===== config.mk =====
export PLATFORM = sky130hd
export DESIGN_NAME = argo_chan_reader
export DESIGN_NICKNAME = d
export VERILOG_FILES = /design/src/rtl/argo_chan_pkg.sv /design/src/rtl/argo_chan_skid.sv /design/src/rtl/argo_chan_reader.sv
export SDC_FILE = /design/constraint.sdc
export NUM_CORES = 1
export LEC_CHECK = 0
export CAP_MARGIN = 10
export CORE_MARGIN = 4
export CORE_UTILIZATION = 54
export DETAILED_ROUTE_END_ITERATION = 6
export PLACE_DENSITY = 0.85
export SLEW_MARGIN = 40
export SYNTH_ARGS = -nofsm -noshare
export SYNTH_HDL_FRONTEND = slang
export SYNTH_SLANG_ARGS = --single-unit

===== constraint.sdc =====
create_clock -name clk -period 7.5 [get_ports clk]
set_input_delay 1.5 -clock clk [delete_from_list [all_inputs] [get_ports clk]]
set_output_delay 1.5 -clock clk [all_outputs]
set_load 0.1 [all_outputs]

===== src/rtl/argo_chan_pkg.sv =====
// Shared definitions for the ARGO channel reader: occupancy encoding and defaults.
// Latency: n/a (types and constants only).
// Backpressure: n/a.
package argo_chan_pkg;

    // Occupancy of the 2-entry prefetch buffer
    typedef enum logic [1:0] {
        OCC_EMPTY = 2'd0,
        OCC_ONE   = 2'd1,
        OCC_TWO   = 2'd2
    } occ_e;

    localparam int ARGO_DATA_WIDTH  = 32;
    // Channel FIFO presents read data this many cycles after the pop strobe
    localparam int ARGO_FIFO_RD_LAT = 1;

    // Occupancy as an unsigned level, widened so level + inflight cannot overflow
    function automatic logic [2:0] occ_level(input occ_e s);
        return {1'b0, s};
    endfunction

endpackage


===== src/rtl/argo_chan_skid.sv =====
// Two-entry in-order data store with head/tail select; occupancy is tracked by the caller.
// Latency: write visible on o_head_data the cycle after i_wr when the store was empty.
// Backpressure: none internally; the caller never writes while two entries are held.
module argo_chan_skid
    import argo_chan_pkg::*;
#(
    parameter int DATA_WIDTH = ARGO_DATA_WIDTH
) (
    input  logic                  clk,
    input  logic                  rst,
    input  logic                  i_clr,
    input  logic                  i_wr,
    input  logic [DATA_WIDTH-1:0] i_wr_data,
    input  logic                  i_rd,
    output logic [DATA_WIDTH-1:0] o_head_data
);

    logic [DATA_WIDTH-1:0] r_mem [2];
    logic                  r_head;
    logic                  r_tail;

    // Write at tail, retire at head; clear rewinds both pointers without touching data
    always_ff @(posedge clk or negedge rst) begin
        if (!rst) begin
            r_mem[0] <= '0;
            r_mem[1] <= '0;
            r_head   <= 1'b0;
            r_tail   <= 1'b0;
        end else if (i_clr) begin
            r_head   <= 1'b0;
            r_tail   <= 1'b0;
        end else begin
            if (i_wr) begin
                r_mem[r_tail] <= i_wr_data;
                r_tail        <= ~r_tail;
            end
            if (i_rd) begin
                r_head <= ~r_head;
            end
        end
    end

    assign o_head_data = r_mem[r_head];

endmodule


===== src/rtl/argo_chan_reader.sv =====
// Channel reader: prefetches from a 1-cycle-latency FIFO into a 2-entry buffer and presents items in order.
// Latency: item issued at t, captured at t+1, recv_valid at t+2; one item per cycle in steady state.
// Backpressure: recv_ready low stalls the head; issue stops once buffered + in-flight items reach 2.
// Optional ARGO_CHAN_TRACE_EN adds a cycle counter and trace prints for issue/arrival/pop/flush.
module argo_chan_reader
    import argo_chan_pkg::*;
#(
    parameter int DATA_WIDTH = ARGO_DATA_WIDTH,
    parameter int CHAN_ID    = 7
) (
    input  logic                  clk,
    input  logic                  rst,
    input  logic                  fifo_empty,
    output logic                  fifo_rd_en,
    input  logic [DATA_WIDTH-1:0] fifo_rd_data,
    input  logic                  flush,
    output logic                  recv_valid,
    input  logic                  recv_ready,
    output logic [DATA_WIDTH-1:0] recv_data,
    output logic [31:0]           recv_count
);

    occ_e        r_state;
    logic        r_inflight;
    logic        r_run;
    logic [31:0] r_count;

    logic        w_pop;
    logic        w_arrive;
    logic [2:0]  w_level;
    logic        w_issue;

    // A pop during flush is not a transfer: the buffer is being discarded
    assign w_pop    = (r_state != OCC_EMPTY) && recv_ready && !flush;
    assign w_arrive = r_inflight && !flush;
    assign w_level  = occ_level(r_state) + {2'b00, r_inflight} - {2'b00, w_pop};
    // r_run holds off issue until the first edge after reset release
    assign w_issue  = r_run && !fifo_empty && !flush && (w_level < 3'd2);

    assign fifo_rd_en = w_issue;
    assign recv_valid = (r_state != OCC_EMPTY);

    // Occupancy FSM; simultaneous arrival and pop leave the level unchanged
    always_ff @(posedge clk or negedge rst) begin
        if (!rst) begin
            r_state <= OCC_EMPTY;
        end else if (flush) begin
            r_state <= OCC_EMPTY;
        end else begin
            case (r_state)
                OCC_EMPTY: if (w_arrive) r_state <= OCC_ONE;
                OCC_ONE: begin
                    if (w_arrive && !w_pop)      r_state <= OCC_TWO;
                    else if (!w_arrive && w_pop) r_state <= OCC_EMPTY;
                end
                OCC_TWO:   if (w_pop && !w_arrive) r_state <= OCC_ONE;
                default:   r_state <= OCC_EMPTY;
            endcase
        end
    end

    // In-flight flag mirrors last cycle's issue; run enable rises one edge after reset release
    always_ff @(posedge clk or negedge rst) begin
        if (!rst) begin
            r_inflight <= 1'b0;
            r_run      <= 1'b0;
        end else begin
            r_inflight <= w_issue;
            r_run      <= 1'b1;
        end
    end

    // Delivered-item counter, wraps naturally at 2^32
    always_ff @(posedge clk or negedge rst) begin
        if (!rst) begin
            r_count <= '0;
        end else if (w_pop) begin
            r_count <= r_count + 32'd1;
        end
    end

    assign recv_count = r_count;

    argo_chan_skid #(
        .DATA_WIDTH (DATA_WIDTH)
    ) u_skid (
        .clk         (clk),
        .rst         (rst),
        .i_clr       (flush),
        .i_wr        (w_arrive),
        .i_wr_data   (fifo_rd_data),
        .i_rd        (w_pop),
        .o_head_data (recv_data)
    );

`ifdef ARGO_CHAN_TRACE_EN
    logic [31:0] r_cycle;

    // Free-running cycle stamp for trace lines
    always_ff @(posedge clk or negedge rst) begin
        if (!rst) begin
            r_cycle <= '0;
        end else begin
            r_cycle <= r_cycle + 32'd1;
        end
    end

    // Trace each channel event as it is committed at the clock edge
    always_ff @(posedge clk) begin
        if (rst) begin
            if (w_issue)  $display("[%0d] chan %0d issue", r_cycle, CHAN_ID);
            if (w_arrive) $display("[%0d] chan %0d arrive %0h", r_cycle, CHAN_ID, fifo_rd_data);
            if (w_pop)    $display("[%0d] chan %0d pop %0h", r_cycle, CHAN_ID, recv_data);
            if (flush)    $display("[%0d] chan %0d flush", r_cycle, CHAN_ID);
        end
    end
`endif

endmodule


## Word level (Yosys, flattened, before mapping)

Cells that the tools add are included.

| word-level totals | value |
|---|---|
| bits of input ports | 37 |
| output and inout port bits | 66 |
| word-level logic and storage cells | 60 |
| flip-flop bits (word level) | 102 |

| operators by class | value |
|---|---|
| reductions and logical operators | 19 |
| add/subtract/negate cells | 3 |
| equal/unequal tests | 5 |
| multiplexer cells | 16 |
| $lt $le $gt $ge | 4 |
| bitwise logic cells | 5 |

Operators by type and width:

| kind | count |
|---|---|
| two-way mux 32 bit | 4 |
| bitwise mux 64 bit | 1 |
| adder 32 x 1 -> 32 bit, second input constant | 1 |
| demux 32 bit (select 1 bit) | 1 |
| two-way mux 2 bit | 5 |
| logical AND 1 bit | 9 |
| inequality test 3 bit, second input constant | 2 |
| case mux 2 bit (3 select lines) | 1 |
| nonzero test 2 bit | 3 |
| >= comparator 2 bit, second input constant | 2 |
| logical NOT 1 bit | 4 |
| two-way mux 1 bit | 4 |
| inequality test 4 bit, second input constant | 1 |
| NOT 1 -> 2 bit | 2 |
| adder 2 x 1 -> 3 bit | 1 |
| < comparator 3 x 2 -> 1 bit, second input constant | 1 |
| NOT 1 bit | 3 |
| AND reduction 3 bit | 1 |
| subtractor 3 x 1 -> 3 bit | 1 |
| == test 2 x 1 -> 1 bit, second input constant | 1 |
| == test 2 bit, second input constant | 1 |
| logical NOT 2 bit | 1 |
| < comparator 2 x 1 -> 1 bit, second input constant | 1 |
| AND reduction 2 bit | 1 |

## Logic depth before layout (Yosys ltp)

| depth | value |
|---|---|
| depth in word-level cells | 8 |
| depth in mapped cells | 9 |
| gate-level depth less buffers | 8 |

## Modules after synthesis

From an unflattened synthesis, not the netlist that was laid out.

| unflattened totals | value |
|---|---|
| cell total of the unflattened synthesis | 347 |
| area total of the unflattened synthesis | 4723.3 µm² |

Modules (own cells, without submodules):

| module | cells an instance | sequential area each (µm²) | area an instance (µm²) | instances |
|---|---|---|---|---|
| argo_chan_skid | 178 | 1651.6 | 2847.7 | 1 |
| argo_chan_reader | 169 | 900.9 | 1875.5 | 1 |

## Least setup slack after synthesis

OpenSTA, ideal clock, no wires.

| path | value |
|---|---|
| path type | input -> output |
| start | in flush |
| end | out fifo_rd_en |
| data required time | 6.000 ns |
| setup slack | 0.068 ns |
| stages | 7 |
| path buffers | 1 |
| arrival | 5.932 ns |
| cells stage by stage | buf_2 > nor2_1 > ha_1 > or2b_1 > fa_1 > nand2_1 > nor4_1 |

| between the ends | value |
|---|---|
| cells in the longest elaborated chain, start to end | 5 |
| elaborated cells between the ends (all ways) | 6 |
| those cells by class | add/sub (1); order compare (1); reduce/logical (4) |

RTL lines:

| element | RTL line | RTL |
|---|---|---|
| start: declaration | argo_chan_reader.sv:16 | `input logic flush,` |
| logical NOT 1 bit | argo_chan_reader.sv:34 | `assign w_pop = (r_state != OCC_EMPTY) && recv_ready && !flush;` |
| logical AND 1 bit | argo_chan_reader.sv:34 |  |
| net u_skid.i_rd | argo_chan_skid.sv:14 | `input logic i_rd,` |
| subtractor 3 x 1 -> 3 bit | argo_chan_reader.sv:36 | `assign w_level = occ_level(r_state) + {2'b00, r_inflight} - {2'b00, w_pop};` |
| < comparator 3 x 2 -> 1 bit | argo_chan_reader.sv:38 | `assign w_issue = r_run && !fifo_empty && !flush && (w_level < 3'd2);` |
| logical AND 1 bit | argo_chan_reader.sv:38 |  |
| end: declaration | argo_chan_reader.sv:14 | `output logic fifo_rd_en,` |

The timed path passes the listed nets, and every way through them passes these cells.

## Final worst setup path

Ends and elaborated chain as after synthesis.

==> flow_summary.toml <==
[sta]
setup_viol = 0
setup_slack_ns = 1.57
tightest_slew_ns = 0.735
post-route-period-util_pct = 79.1
slew_headroom_pct = 50.7
period_minus_slack_ns = 5.93
skew_ns = 0.00871
max_freq_mhz = 168
slew_viol_final = 0
rsz0062_at_grt = "no"
setup_tns_ns = 0
hold_viol = 0
holdWs_ns = 0.477

[place]
hpwl_um = 6400
io_buffers = 102
gp_congestion = 0.794
post-place-ws_ns = 1.63

[worst_setup_path]
end_kind = "output pin"
critical-path-top-delay-family = "simple AND/OR/NAND/NOR gates"
critPathBufInv = 2
cp_max_fo = 10
arrival_ns = 4.43
max_stage_delay_ns = 0.64
path_class = "in -> out"
start_kind = "primary input"
path_cells = "clkdlybuf4s50_1 -> nor2_1 -> ha_1 -> or2b_1 -> fa_1 -> nand2_1 -> nor4_1 -> buf_4"
worstPathRequired_ns = 6.00
crit_slowest_cell = "clkdlybuf4s50_1"

[hold_path]
hold_class = "reg -> reg"

[power]
p_sw_share_pct = 43.3
p_seq_share_pct = 41.2
power.internal_mw = 0.927
p_leak_nw = 2.63
peakVddDrop_uv = 131
clkPwrFrac_pct = 19.5
switchingPower_mw = 0.708
cellPowerDensity_nw_per_um2 = 295
combPwrFrac_pct = 39.3

[detailed_routing]
drc = 0
viasPerCell = 5.56
drtAntennaViolNets = 0
dr.pass1.iters = 4
vias = 3038
detailedRoute.firstIterationViolations = 82
drt_wl_total_um = 9170
wire_per_inst_um = 16.8

[yosys]
synth-edff-count = 0
ys_seq_area_share_pct = 55.6
synth_area_um2 = 4590
ys.flop_type = "dfrtp_1"
yosysTopAreaCellShare_pct = 55.6
synth_area_leader_cell = "dfrtp_1"
synthCells = 336
synth_nets = 378
syn_avg_cell_area_um2 = 13.7
synth_warnings = 0
ys_types = 34
synth.area.top_cells = "dfrtp_1, mux2_2, xnor2_1"
async_reset_ff_share_pct = 100
synth-seq-cells = 102

[floorplan]
design.die.area_um2 = 10000
die_y_um = 100
io_pins = 103
core_area_um2 = 8260
die_w_um = 100
rows = 33
start_util_pct = 55.5

[clocking]
clock_tree.htree_level_count = 3
path_clk_slew_ns = 0.09
clk_path_buf_depth = 2
cts_hold_buf = 0
cts.repair.resized = 0
numClockSinks = 102
cts_tree = "built"
cts_buffers = 9
clk_latency_ns = 0.35
post_cts_buffers = 0
ctsRootBufferMaster = "clkbuf_8"

[cells_and_area]
fillers = 635
final_common_cell = "dfrtp_1"
num_antenna_cells = 0
finalNetCount = 480
synthToLayoutAreaGrowth_pct = 20.9
final_cell_mix = "dfrtp_1, mux2_2, buf_2"
final_util_pct = 67.1
drive_gt1_share_pct = 42.2

[global_route]
grtUsageTotal_pct = 19.2
grt_pass1_vias = 3101
grt-ovfl-total = 0
antenna_found_initial = 0
grt_max_degree = 60
grt_pass1_wl_um = 15400

[run]
max_cap_viol_count = 0

[run_status]
status = "finished clean"
-- cell families after synthesis --
family                     Yosys count  synth area share [%]
other                                1                0.0818
AOI/OAI and AO/OA                    3                 0.600
xor gates and xnor gates            34                  6.49
buffers and inverters               18                  2.07
muxes                               98                  24.0
DFF                                102                  55.6
adders and majority gates            5                  1.53
and+or+nand+nor                     75                  9.55
-- flip-flops by register name, indices dropped and copies added (netlist names) --
name / flops
recv_count: 32
r_inflight: 1
r_run: 1
u_skid.r_mem: 64
u_skid.r_tail: 1
r_state: 2
u_skid.r_head: 1
-- power groups by stage --
| stage | clock (mW) | combinational [mW] | sequential, mW |
|---|---|---|---|
| finish | 0.319 | 0.643 | 0.673 |
| global route | 0.350 | 0.670 | 0.684 |
| detailed placement | 0 | 0.647 | 0.684 |
| floorplan | 0 | 0.502 | 0.717 |
| global placement | 0 | 0.693 | 0.677 |
| CTS | 0.330 | 0.648 | 0.673 |
-- through the flow --
| stage | std cells | power (mW) | instance area, µm² |
|---|---|---|---|
| floorplan | 336 | 1.22 | 4590 |
| global placement | 532 | 1.37 | 5680 |
| detailed placement | 532 | 1.33 | 5360 |
| CTS | 546 | 1.65 | 5530 |
| global route | 546 | 1.70 | 5540 |
| finish | 546 | 1.63 | 5540 |
-- Yosys cell counts, drive strengths merged, types with 3 or more instances --
cell and number:
and2 4, and3 6, and4 3, buf 10
clkbuf 4, dfrtp 102, ha 4, inv 4
mux2 97, nand2 11, nand3 10, nand4 20
nor2 10, nor3 3, nor4 3, xnor2 29
xor2 5
-- final timing paths --
| check | from | to | slack (ns) | cells past startpoint |
|---|---|---|---|---|
| max | flush | fifo_rd_en | 1.57 | 8 |
| min | recv_count[31]$_DFFE_PN0P_ | recv_count[31]$_DFFE_PN0P_ | 0.48 | 1 |
| max reg2reg | r_state[1]$_DFFE_PN0P_ | r_inflight$_DFF_PN0_ | 4.82 | 7 |
| min reg2reg | recv_count[31]$_DFFE_PN0P_ | recv_count[31]$_DFFE_PN0P_ | 0.48 | 1 |
| max in group asynchronous | rst | u_skid.r_mem[40]$_DFFE_PN0P_ | 5.24 | 2 |
| min in group asynchronous | rst | u_skid.r_mem[5]$_DFFE_PN0P_ | 1.13 | 1 |
-- cell type report --
| class | count | area [µm²] | share of cell area, % |
|---|---|---|---|
| inverter | 4 | 15.0 | 0.271 |
| timing repair buffer | 105 | 713 | 12.9 |
| tap | 105 | 131 | 2.37 |
| multi-input combinational | 216 | 1960 | 35.3 |
| clock buffer | 9 | 124 | 2.23 |
| sequential | 102 | 2550 | 46.0 |
| clock inverter | 5 | 52.6 | 0.948 |
-- layer usage --
layer  share of wire [%]  GRT usage [%]  vias to the layer above
li1                    -              -                     1392
met1                  45           26.3                     1533
met2                  47           31.1                       99
met3                 6.8           3.96                       14
met4                 1.3           5.80                        0
met5                   0              0                        -
-- worst reg2reg max path, cell delays in order (launching register included) --
cell and delay, ns:
dfrtp_1 0.56, o21ai_4 0.15, nor2_1 0.45, ha_1 0.33, or2b_1 0.24, fa_1 0.48
nand2_1 0.05, nor4_1 0.29
Note: power is estimated with default switching activity, not from simulation.
